$ cat src/rtl/morse_decoder.sv
// Morse receiver: classifies strobed marks and gaps into dots and dashes, then decodes letters A..H.
// Define MORSE_DEC_STATS_EN to add the LetterCount/ErrorCount statistics outputs.
module morse_decoder #(
  parameter int unsigned DASH_UNITS = 3,
  parameter int unsigned GAP_UNITS  = 3,
  parameter int unsigned MAX_SYMS   = 4
) (
  input  logic       ClockIn,
  input  logic       Reset,
  input  logic       DotDashIn,
  input  logic       NewBitIn,
  output logic [2:0] Letter,
  output logic       LetterValid,
`ifdef MORSE_DEC_STATS_EN
  output logic       ErrorOut,
  output logic [7:0] LetterCount,
  output logic [7:0] ErrorCount
`else
  output logic       ErrorOut
`endif
);

  localparam int unsigned RUN_SAT = DASH_UNITS + 1;
  localparam int unsigned RUN_MAX = (RUN_SAT > GAP_UNITS) ? RUN_SAT : GAP_UNITS;
  localparam int unsigned RUN_W   = $clog2(RUN_MAX + 1);

  localparam logic [RUN_W-1:0] RUN_ONE = RUN_W'(1);
  localparam logic [RUN_W-1:0] DASH_R  = RUN_W'(DASH_UNITS);
  localparam logic [RUN_W-1:0] SAT_R   = RUN_W'(RUN_SAT);
  localparam logic [RUN_W-1:0] GAP_R   = RUN_W'(GAP_UNITS);

  typedef enum logic [1:0] {
    S_IDLE,
    S_MARK,
    S_SPACE,
    S_DRAIN
  } state_t;

  state_t           state;
  logic [RUN_W-1:0] run;
  logic [2:0]       sym_cnt;
  logic [3:0]       sym_reg;

  logic [RUN_W-1:0] run_inc;
  logic [3:0]       cnt_inc;
  logic             is_dot;
  logic             is_dash;
  logic             too_many;
  logic [3:0]       app_reg;
  logic             dec_hit;
  logic [2:0]       dec_code;

  always_comb begin
    run_inc  = run + RUN_ONE;
    cnt_inc  = {1'b0, sym_cnt} + 4'd1;
    is_dot   = (run == RUN_ONE);
    is_dash  = (run == DASH_R);
    too_many = (cnt_inc > 4'(MAX_SYMS));
    app_reg  = {sym_reg[2:0], ~is_dot};
  end

  // Register is cleared on every return to IDLE, so unused upper bits are always zero.
  always_comb begin
    dec_hit  = 1'b1;
    dec_code = '0;
    case ({sym_cnt, sym_reg})
      {3'd2, 4'b0001}: dec_code = 3'd0;
      {3'd4, 4'b1000}: dec_code = 3'd1;
      {3'd4, 4'b1010}: dec_code = 3'd2;
      {3'd3, 4'b0100}: dec_code = 3'd3;
      {3'd1, 4'b0000}: dec_code = 3'd4;
      {3'd4, 4'b0010}: dec_code = 3'd5;
      {3'd3, 4'b0110}: dec_code = 3'd6;
      {3'd4, 4'b0000}: dec_code = 3'd7;
      default:         dec_hit  = 1'b0;
    endcase
  end

  always_ff @(posedge ClockIn) begin
    if (Reset) begin
      state       <= S_IDLE;
      run         <= '0;
      sym_cnt     <= '0;
      sym_reg     <= '0;
      Letter      <= '0;
      LetterValid <= 1'b0;
      ErrorOut    <= 1'b0;
    end else begin
      LetterValid <= 1'b0;
      ErrorOut    <= 1'b0;
      if (NewBitIn) begin
        case (state)
          S_IDLE: begin
            if (DotDashIn) begin
              state <= S_MARK;
              run   <= RUN_ONE;
            end
          end
          S_MARK: begin
            if (DotDashIn) begin
              if (run != SAT_R) run <= run_inc;
            end else if (!(is_dot || is_dash) || too_many) begin
              ErrorOut <= 1'b1;
              state    <= S_DRAIN;
              run      <= '0;
              sym_cnt  <= '0;
              sym_reg  <= '0;
            end else begin
              sym_reg <= app_reg;
              sym_cnt <= cnt_inc[2:0];
              state   <= S_SPACE;
              run     <= RUN_ONE;
            end
          end
          S_SPACE: begin
            if (!DotDashIn) begin
              if (run_inc >= GAP_R) begin
                if (dec_hit) begin
                  Letter      <= dec_code;
                  LetterValid <= 1'b1;
                end else begin
                  ErrorOut <= 1'b1;
                end
                state   <= S_IDLE;
                run     <= '0;
                sym_cnt <= '0;
                sym_reg <= '0;
              end else begin
                run <= run_inc;
              end
            end else if (run == RUN_ONE) begin
              state <= S_MARK;
              run   <= RUN_ONE;
            end else begin
              ErrorOut <= 1'b1;
              state    <= S_DRAIN;
              run      <= '0;
              sym_cnt  <= '0;
              sym_reg  <= '0;
            end
          end
          S_DRAIN: begin
            if (DotDashIn) begin
              run <= '0;
            end else if (run_inc >= GAP_R) begin
              state <= S_IDLE;
              run   <= '0;
            end else begin
              run <= run_inc;
            end
          end
          default: begin
            state   <= S_IDLE;
            run     <= '0;
            sym_cnt <= '0;
            sym_reg <= '0;
          end
        endcase
      end
    end
  end

`ifdef MORSE_DEC_STATS_EN
  always_ff @(posedge ClockIn) begin
    if (Reset) begin
      LetterCount <= '0;
      ErrorCount  <= '0;
    end else begin
      if (LetterValid) LetterCount <= LetterCount + 8'd1;
      if (ErrorOut)    ErrorCount  <= ErrorCount + 8'd1;
    end
  end
`endif

endmodule

$ cat config.mk
export PLATFORM = sky130hd
export DESIGN_NAME = morse_decoder
export DESIGN_NICKNAME = d
export VERILOG_FILES = /design/src/rtl/morse_decoder.sv
export SDC_FILE = /design/constraint.sdc
export NUM_CORES = 1
export LEC_CHECK = 0
export ABC_CLOCK_PERIOD_IN_PS = 2800
export CAP_MARGIN = 20
export CORE_MARGIN = 4
export CORE_UTILIZATION = 45
export CTS_BUF_LIST = sky130_fd_sc_hd__clkbuf_4
export CTS_CLUSTER_DIAMETER = 60
export DETAILED_ROUTE_END_ITERATION = 12
export PLACE_DENSITY_LB_ADDON = 0.12
export RECOVER_POWER = 50
export SETUP_SLACK_MARGIN = 0.15
export SLEW_MARGIN = 20
export SYNTH_ARGS = -nofsm -noshare
export SYNTH_HDL_FRONTEND = slang
export SYNTH_SLANG_ARGS = --single-unit
$ cat constraint.sdc
create_clock -name ClockIn -period 2.8 [get_ports ClockIn]
set_input_delay 0.7 -clock ClockIn [delete_from_list [all_inputs] [get_ports ClockIn]]
set_output_delay 0.7 -clock ClockIn [all_outputs]
set_load 0.05 [all_outputs]
==> results_dict.tcl, run 1 <==
set metrics [dict create \
    fin_crit_sh_pct 82.3 \
    grt_util_met1_pct 21.3 \
    synth.distinct_cells 50 \
    cts_buffer_depth 2 \
    fill_cells 275 \
    hold_class "reg -> reg" \
    synthCells 154 \
    multiInputGateArea_um2 917 \
    dp_hpwl_um 2000 \
    final_max_slew_viol_count 0 \
    powerDensity_mw_per_mm2 354 \
    status "finished, final reports clean" \
    cts.reportedPaths.clkPinSlew_ns 0.10 \
    core_mm2 0.00281 \
    syn-cell-area_mm2 0.00133 \
    fmax_mhz 434 \
    clk-insertion-delay-late_ns 0.30 \
    fp.dieH_um 62.4 \
    vias_per_cell 5.78 \
    ir_drop_mv 0.125 \
    largest_reg_flops 4 \
    cts_inserted_buffers 3 \
    synth_flop_cell "dfxtp_1" \
    ys_seq_elements 17 \
    drv_cap 0 \
    grt_first_pass_wirelength_um 4680 \
    drc_errors 0 \
    p_leak_nw 0.579 \
    tightest_slew_ns 0.525 \
    worst_slack_ns 0.496 \
    grt_setup_unrepaired "no" \
    cp_data_required_time_ns 2.99 \
    finalWirelength_um 2690 \
    cts_root_buf "clkbuf_4" \
    total_power_mw 0.512 \
    grt_max_degree 15 \
    gr-total-overflow 0 \
    drive_gt1_share_pct 6.83 \
    synthSimpleGateAreaFrac_pct 26.8 \
    initial_core_util_pct 47.5 \
    die_w_um 62.4 \
    final.setup.tns_ns 0 \
    grt_antenna_before_repair 0 \
    cts_resized 0 \
    grt-busiest-layer "met1" \
    finalNetCount 182 \
    layout.area.seq_um2 340 \
    dr.pass1.iters 4 \
    drt_iter0_drc 49 \
    yosys-mux-area-fraction_pct 7.60 \
    grt_use_total_pct 14.5 \
    io_buffers 8 \
    slew-limit-headroom_pct 65.0 \
    post-cts-setup-buffers 0 \
    crit_fanout 12 \
    synth-adder-area-share_pct 15.0 \
    clock_sinks 17 \
    hold_viol_final 0 \
    area_growth_pct 8.63 \
    min_period_ns 2.30 \
    row_count 19 \
    synth_top_family_by_area "simple AND/OR/NAND/NOR gates" \
    utilization_pct 51.7 \
    drtAntennaViolNets 0 \
    syn_area_per_cell_um2 8.66 \
    ios 9 \
    synth_edf_count 0 \
    htreeDepth 1 \
    async_flop_share_pct 0 \
    finClkSkew_ns 0.00886 \
    grt_pass1_vias 999 \
    wl_per_cell_um 14.0 \
    place_worst_setup_slack_ns 0.513 \
    cts_hold_buf 0 \
    via_count 1110 \
    met2_usage_pct 20.6 \
    antenna_cells 0 \
    grtUsageMet3_pct 3.24 \
    critical_path_arrival_ns 2.50 \
    yosysSeqAreaShare_pct 25.5 \
    start_kind "input pin" \
    synth_fp_nets 174 \
    yosys.area_share.xor_xnor_pct 0.657 \
    gp_congestion 0.823 \
    end_kind "register" \
    synth_compound_area_share_pct 18.7 \
    worstSetupPathType "in -> reg" \
    yosysWarnings 0 \
    hold_slack_ns 0.479 \
    dieArea_mm2 0.00390 \
    setup_viol 0 \
    cts_tree "built" \
]
cell usage in the layout (no fill, tap or decap), types with 3 or more instances in the layout:
master	n
nor2b_1	3
nand2_1	11
clkbuf_4	3
nand3b_1	4
a21oi_1	7
o21ai_0	3
mux2i_1	9
ha_1	16
nand2b_1	14
nor3_1	4
clkdlybuf4s50_1	6
a31oi_1	3
dfxtp_1	17
inv_1	9
nor2_1	10
a311oi_1	3
metal layers:
layer,part of all wire [%],routed length [um],vias up
met1,54,1450,521
met5,0,0,-
li1,-,-,571
met3,3.2,87,4
met4,1.1,29,0
met2,42,1120,14
power breakdown:
part / leakage (nW) / internal [mW] / switching [mW]
sequential: 0.137 / 0.249 / 0.00817
clock: 0.0177 / 0.0532 / 0.0874
combinational: 0.424 / 0.0457 / 0.0687
total: 0.579 / 0.348 / 0.164
through the flow:
step | area, um2 | std cells
CTS | 1450 | 192
floorplan | 1330 | 154
finish | 1450 | 192
detailed placement | 1430 | 188
global placement | 1430 | 188
global route | 1450 | 192
area by class of cell:
class	instances	area share (%)
Sequential cell	17	23.5
Inverter	9	2.33
Clock inverter	1	0.345
Timing Repair Buffer	10	6.30
Multi-Input combinational cell	121	63.3
Tap cell	31	2.68
Clock buffer	3	1.55
synth_stat cells, drive strengths merged (2+ instances only):
cell | count | area (um2)
buf | 2 | 18.8
a211o | 2 | 18.8
nor3 | 4 | 20.0
and2b | 2 | 15.0
nand2 | 11 | 41.3
nor2b | 3 | 18.8
o211ai | 2 | 15.0
ha | 16 | 200
a21oi | 7 | 35.0
and3 | 2 | 12.5
a31oi | 3 | 18.8
a311oi | 3 | 26.3
mux2i | 9 | 90.1
nand2b | 14 | 87.6
inv | 9 | 33.8
o21ai | 4 | 23.8
nor2 | 10 | 37.5
clkbuf | 4 | 15.0
dfxtp | 17 | 340
nand3b | 4 | 30.0
logic make-up after synthesis:
group,after synthesis
AO/OA/AOI/OAI,33
multiplexers,10
XOR/XNOR,1
flip-flops,17
buffers and inverters,16
AND/OR/NAND/NOR,61
adder cells (fa/ha/maj),16
path summary, 6_finish.rpt:
| check | from | endpoint | slack [ns] | cells after the start |
|---|---|---|---|---|
| worst min-delay path | Letter[0] | Letter[0] | 0.48 | 2 |
| worst max register to register | sym_cnt[0] | Letter[1] | 0.63 | 6 |
| worst max-delay path | DotDashIn | Letter[1] | 0.50 | 6 |
| worst min register to register | Letter[0] | Letter[0] | 0.48 | 2 |
critical path, stage by stage:
cell and delay [ns]:
dlygate4sd3_1 0.55, clkbuf_1 0.24, nand3b_1 0.24, a221oi_1 0.21
o21ai_0 0.24, mux2_2 0.32
(Power assumes the default switching activity.)
==> run 2: changes to the inputs <==
--- a/config.mk
+++ b/config.mk
@@ -5,7 +5,7 @@
 export SDC_FILE = /design/constraint.sdc
 export NUM_CORES = 1
 export LEC_CHECK = 0
-export ABC_CLOCK_PERIOD_IN_PS = 2800
+export ABC_CLOCK_PERIOD_IN_PS = 2300
 export CAP_MARGIN = 20
 export CORE_MARGIN = 4
 export CORE_UTILIZATION = 45
==> constraint.sdc (replaced) <==
create_clock -name ClockIn -period 2.3 [get_ports ClockIn]
set_input_delay 0.575 -clock ClockIn [delete_from_list [all_inputs] [get_ports ClockIn]]
set_output_delay 0.575 -clock ClockIn [all_outputs]
set_load 0.05 [all_outputs]
==> run 2 against run 1 <==
Compared with the run above: global-route usage increased by 0.13 points; die area unchanged; non-clock buffer count increased by 3; clock power increased by 23%; core utilization increased by 0.89 points; sequential share of layout area decreased by 0.40 points; critical path type is now reg -> out.
==> results_dict.tcl, run 2 (synthesized netlist as in run 1, its figures left out) <==
set metrics [dict create \
    status "finished, final reports clean" \
    hold_class "reg -> reg" \
    cts_resized 0 \
    row_count 19 \
    finalNetCount 185 \
    cts_tree "built" \
    slew-limit-headroom_pct 66.4 \
    fill_cells 270 \
    drv_cap 0 \
    cts.reportedPaths.clkPinSlew_ns 0.11 \
    wl_per_cell_um 14.3 \
    met1_length_um 1450 \
    area_growth_pct 10.5 \
    final_common_cell "dfxtp_1" \
    fin_crit_sh_pct 89.3 \
    end_kind "output port" \
    worstSetupPathType "reg -> out" \
    fmax_mhz 487 \
    largest_reg_flops 4 \
    grt_antenna_before_repair 0 \
    ir_drop_mv 0.187 \
    min_period_ns 2.05 \
    cts_root_buf "clkbuf_4" \
    cpLargestDelayFamily "buffers and inverters" \
    dp_hpwl_um 2070 \
    grt_first_pass_wirelength_um 4820 \
    p_leak_nw 0.598 \
    met3_length_um 105 \
    start_kind "register" \
    regToRegSetupSlack_ns 0.29 \
    hold_depth 2 \
    grt_setup_unrepaired "no" \
    rr_endpoint "Letter[1]" \
    gr-total-overflow 0 \
    dieArea_mm2 0.00390 \
    io_buffers 8 \
    setup_viol 0 \
    final.setup.tns_ns 0 \
    htreeDepth 1 \
    final_max_slew_viol_count 0 \
    die_w_um 62.4 \
    post-cts-setup-buffers 0 \
    cts_inserted_buffers 3 \
    reg2reg_depth 6 \
    crit_chain "clkdlybuf4s50_1" \
    drt_iter0_drc 53 \
    placed_cells 191 \
    clock_sinks 17 \
    grt_pass1_vias 1063 \
    final_cell_mix "17 x dfxtp_1, 16 x ha_1, 14 x nand2b_1" \
    finalWirelength_um 2800 \
    hold_viol_final 0 \
    core_mm2 0.00281 \
    holdPathEnd "Letter[0]" \
    drc_errors 0 \
    holdCritStartpoint "Letter[0]" \
    drive_gt1_share_pct 9.15 \
    cpPeakStageDelay_ns 0.81 \
    tightest_slew_ns 0.502 \
    finClkSkew_ns 0.00174 \
    vias_per_cell 5.73 \
    top_layer_used "met3" \
    crit_fanout 3 \
    ios 9 \
    route.met2.wl_um 1240 \
    drtAntennaViolNets 0 \
    initial_core_util_pct 47.5 \
    cts_buffer_depth 2 \
    crit_buf_inv 1 \
    dr.pass1.iters 4 \
    instances_no_fill 195 \
    gp_congestion 0.869 \
    fp.dieH_um 62.4 \
    grt_max_degree 12 \
    via_count 1117 \
    antenna_cells 0 \
    cp_slowest_cell "clkdlybuf4s50_1" \
    powerDensity_mw_per_mm2 429 \
    timing.rr.start "run[0]" \
    cp_data_required_time_ns 1.73 \
    critical_path_arrival_ns 1.48 \
    clk-insertion-delay-late_ns 0.30 \
    grt_use_total_pct 14.6 \
    cts_hold_buf 0 \
]
==> run 2: changes by cell type in the layout (fill, tap and decap cells not counted), sizes merged <==
cell,previous run,this run
dlygate4sd3,2,3
buf,1,5
clkdlybuf4s50,6,5
clkbuf,4,3
==> run 2: area by class of cell <==
class                      count  area [um2]  area share [%]
multi-input combinational    121         916            62.1
timing repair buffer          13         118            7.98
tap                           31        38.8            2.63
inverter                       9        33.8            2.29
sequential                    17         340            23.1
clock inverter                 1        5.00           0.340
clock buffer                   3        22.5            1.53
==> run 2: power breakdown <==
group	internal, mW	switching [mW]
sequential	0.303	0.0105
combinational	0.0589	0.0848
clock	0.0647	0.109
total	0.427	0.205
==> run 2: worst max-delay path by stage <==
| stage | start | to | cells past startpoint |
|---|---|---|---|
| 2_1_floorplan | sym_cnt[0] | Letter[1] | 6 |
| 3_3_place_gp | DotDashIn | run[1] | 5 |
| 3_5_place_dp | DotDashIn | run[0] | 5 |
| 4_1_cts | Letter[2] | Letter[2] | 1 |
| 5_1_grt | run[0] | sym_cnt[0] | 7 |
| 6_report | Letter[2] | Letter[2] | 1 |
==> run 2: routing by layer <==
| metal | vias to the layer above | GRT usage [%] |
|---|---|---|
| met3 | 0 | 2.52 |
| met4 | 0 | 3.31 |
| met5 | - | 0 |
| met1 | 512 | 21.5 |
| li1 | 577 | - |
| met2 | 28 | 22.2 |
==> run 2: stage by stage <==
step / total power [mW] / hold WS [ns] / util [%] / setup WS (ns) / instance area (um2)
final: 0.632 / 0.487 / 52.5 / 0.245 / 1470
after global routing: 0.662 / 0.529 / 52.5 / 0.130 / 1470
after CTS: 0.636 / 0.491 / 52.6 / 0.235 / 1480
after detailed placement: 0.463 / 0.466 / 51.6 / 0.206 / 1450
after global placement: 0.461 / 0.472 / 51.6 / 0.248 / 1450
after floorplan: 0.421 / 0.476 / - / 0.438 / 1330
==> run 3: changes to the inputs <==
--- a/config.mk
+++ b/config.mk
@@ -6,7 +6,6 @@
 export NUM_CORES = 1
 export LEC_CHECK = 0
 export ABC_CLOCK_PERIOD_IN_PS = 2300
-export CAP_MARGIN = 20
 export CORE_MARGIN = 4
 export CORE_UTILIZATION = 45
 export CTS_BUF_LIST = sky130_fd_sc_hd__clkbuf_4
@@ -14,6 +13,7 @@
 export DETAILED_ROUTE_END_ITERATION = 12
 export PLACE_DENSITY_LB_ADDON = 0.12
 export RECOVER_POWER = 50
+export REMOVE_ABC_BUFFERS = 1
 export SETUP_SLACK_MARGIN = 0.15
 export SLEW_MARGIN = 20
 export SYNTH_ARGS = -nofsm -noshare
==> run 3 against run 2 <==
Compared with the run above: clock power is essentially flat; sequential share of layout area rose by 0.12 points; routed wire length rose by 2.3%; register-to-register slack got worse by 0.03 ns; via count rose by 2.2%; core utilization is 0.27 points lower.
==> results_dict.tcl, run 3 (synthesized netlist as in run 1, its figures left out) <==
set metrics [dict create \
    final_cell_mix "17 x dfxtp_1, 16 x ha_1, 14 x nand2b_1" \
    utilization_pct 52.3 \
    grt_setup_unrepaired "no" \
    grt_antenna_before_repair 0 \
    finClkSkew_ns 0.00443 \
    dr.pass1.iters 4 \
    row_count 19 \
    htreeDepth 1 \
    seq_power_share_pct 49.5 \
    cts.reportedPaths.clkPinSlew_ns 0.12 \
    drt_iter0_drc 48 \
    worstSetupPathType "reg -> out" \
    dieArea_mm2 0.00390 \
    post-cts-setup-buffers 0 \
    final_common_cell "dfxtp_1" \
    cts_resized 0 \
    io_buffers 8 \
    cts_root_buf "clkbuf_4" \
    p_sw_share_pct 32.7 \
    p_clk_share_pct 27.9 \
    powerDensity_mw_per_mm2 432 \
    critical_path_arrival_ns 1.48 \
    status "finished, final reports clean" \
    rr_endpoint "Letter[1]" \
    crit_fanout 1 \
    crit_buf_inv 1 \
    comb_power_share_pct 22.6 \
    grt_pass1_vias 1067 \
    antenna_cells 0 \
    clock_sinks 17 \
    via_count 1142 \
    fmax_mhz 486 \
    fin_crit_sh_pct 89.5 \
    finalWirelength_um 2860 \
    drc_errors 0 \
    p_leak_nw 0.594 \
    drive_gt1_share_pct 7.93 \
    total_power_mw 0.634 \
    cts_tree "built" \
    start_kind "register" \
    regToRegSetupSlack_ns 0.26 \
    holdCritStartpoint "Letter[0]" \
    vias_per_cell 5.86 \
    clk-insertion-delay-late_ns 0.30 \
    critical_path.startpoint "ErrorOut" \
    cts_hold_buf 0 \
    fill_cells 282 \
    final_max_slew_viol_count 0 \
    hold_viol_final 0 \
    timing.rr.start "sym_cnt[0]" \
    setup_viol 0 \
    hold_depth 2 \
    tightest_slew_ns 0.500 \
    wl_per_cell_um 14.7 \
    slew-limit-headroom_pct 66.6 \
    reg2reg_depth 6 \
    ios 9 \
    min_period_ns 2.06 \
    finalNetCount 185 \
    holdPathEnd "Letter[0]" \
    gr-total-overflow 0 \
    grt_max_degree 12 \
    cp_slowest_cell "dlygate4sd3_1" \
    switchingPower_mw 0.207 \
    drv_cap 0 \
    drtAntennaViolNets 0 \
    cpPeakStageDelay_ns 0.86 \
    cts_inserted_buffers 3 \
    cts_buffer_depth 2 \
    grt_first_pass_wirelength_um 4830 \
    hold_class "reg -> reg" \
    crit_chain "dlygate4sd3_1" \
    initial_core_util_pct 47.5 \
    cpLargestDelayFamily "buffers and inverters" \
    end_kind "output port" \
    die_w_um 62.4 \
    dp_hpwl_um 2140 \
    ir_drop_mv 0.184 \
    grt_use_total_pct 14.8 \
    core_mm2 0.00281 \
    area_growth_pct 9.94 \
    fp.dieH_um 62.4 \
    final.setup.tns_ns 0 \
    largest_reg_flops 4 \
    cp_data_required_time_ns 1.73 \
    gp_congestion 0.870 \
    p_int_mw 0.426 \
]
-- run 3: cell count changes in the layout (fill, tap and decap cells not counted) --
cell      change
o21ai_1       +1
o21ai_2       -1
buf_4         -1
clkbuf_1      +1
-- run 3: worst max path at each step --
stage | end | slack [ns] | cells after the start
global route | Letter[1] | 0.19 | 6
finish | ErrorOut | 0.24 | 1
global placement | Letter[1] | 0.22 | 5
floorplan | Letter[1] | 0.44 | 6
detailed placement | Letter[1] | 0.15 | 5
CTS | Letter[2] | 0.24 | 1
-- run 3: stage by stage --
stage / hold WS, ns / setup WS, ns / cells / area [um2]
detailed placement: 0.477 / 0.150 / 191 / 1450
global placement: 0.475 / 0.220 / 191 / 1450
floorplan: 0.472 / 0.438 / 147 / 1290
finish: 0.495 / 0.242 / 195 / 1470
CTS: 0.496 / 0.237 / 195 / 1480
global route: 0.513 / 0.192 / 195 / 1470
-- run 3: power by group through the flow --
stage                     Sequential, mW  Clock, mW  Combinational, mW
after floorplan                    0.328          0             0.0860
after global placement             0.320          0              0.142
after detailed placement           0.320          0              0.144
after CTS                          0.314      0.181              0.146
after global routing               0.316      0.190              0.158
final                              0.314      0.177              0.143
-- run 3: cell type report --
| cell class | instances | area, um2 | area share, % |
|---|---|---|---|
| Tap cell | 31 | 38.8 | 2.65 |
| Clock inverter | 1 | 5.00 | 0.341 |
| Inverter | 9 | 33.8 | 2.30 |
| Sequential cell | 17 | 340 | 23.2 |
| Timing Repair Buffer | 13 | 114 | 7.76 |
| Multi-Input combinational cell | 121 | 912 | 62.2 |
| Clock buffer | 3 | 22.5 | 1.54 |
-- run 3: per-layer routing --
metal  GRT usage, %  vias up  wire, um
li1               -      579         -
met5              0        -         0
met3           2.70        2       120
met1           20.9      537      1440
met2           22.9       24      1290
met4           4.41        0        14
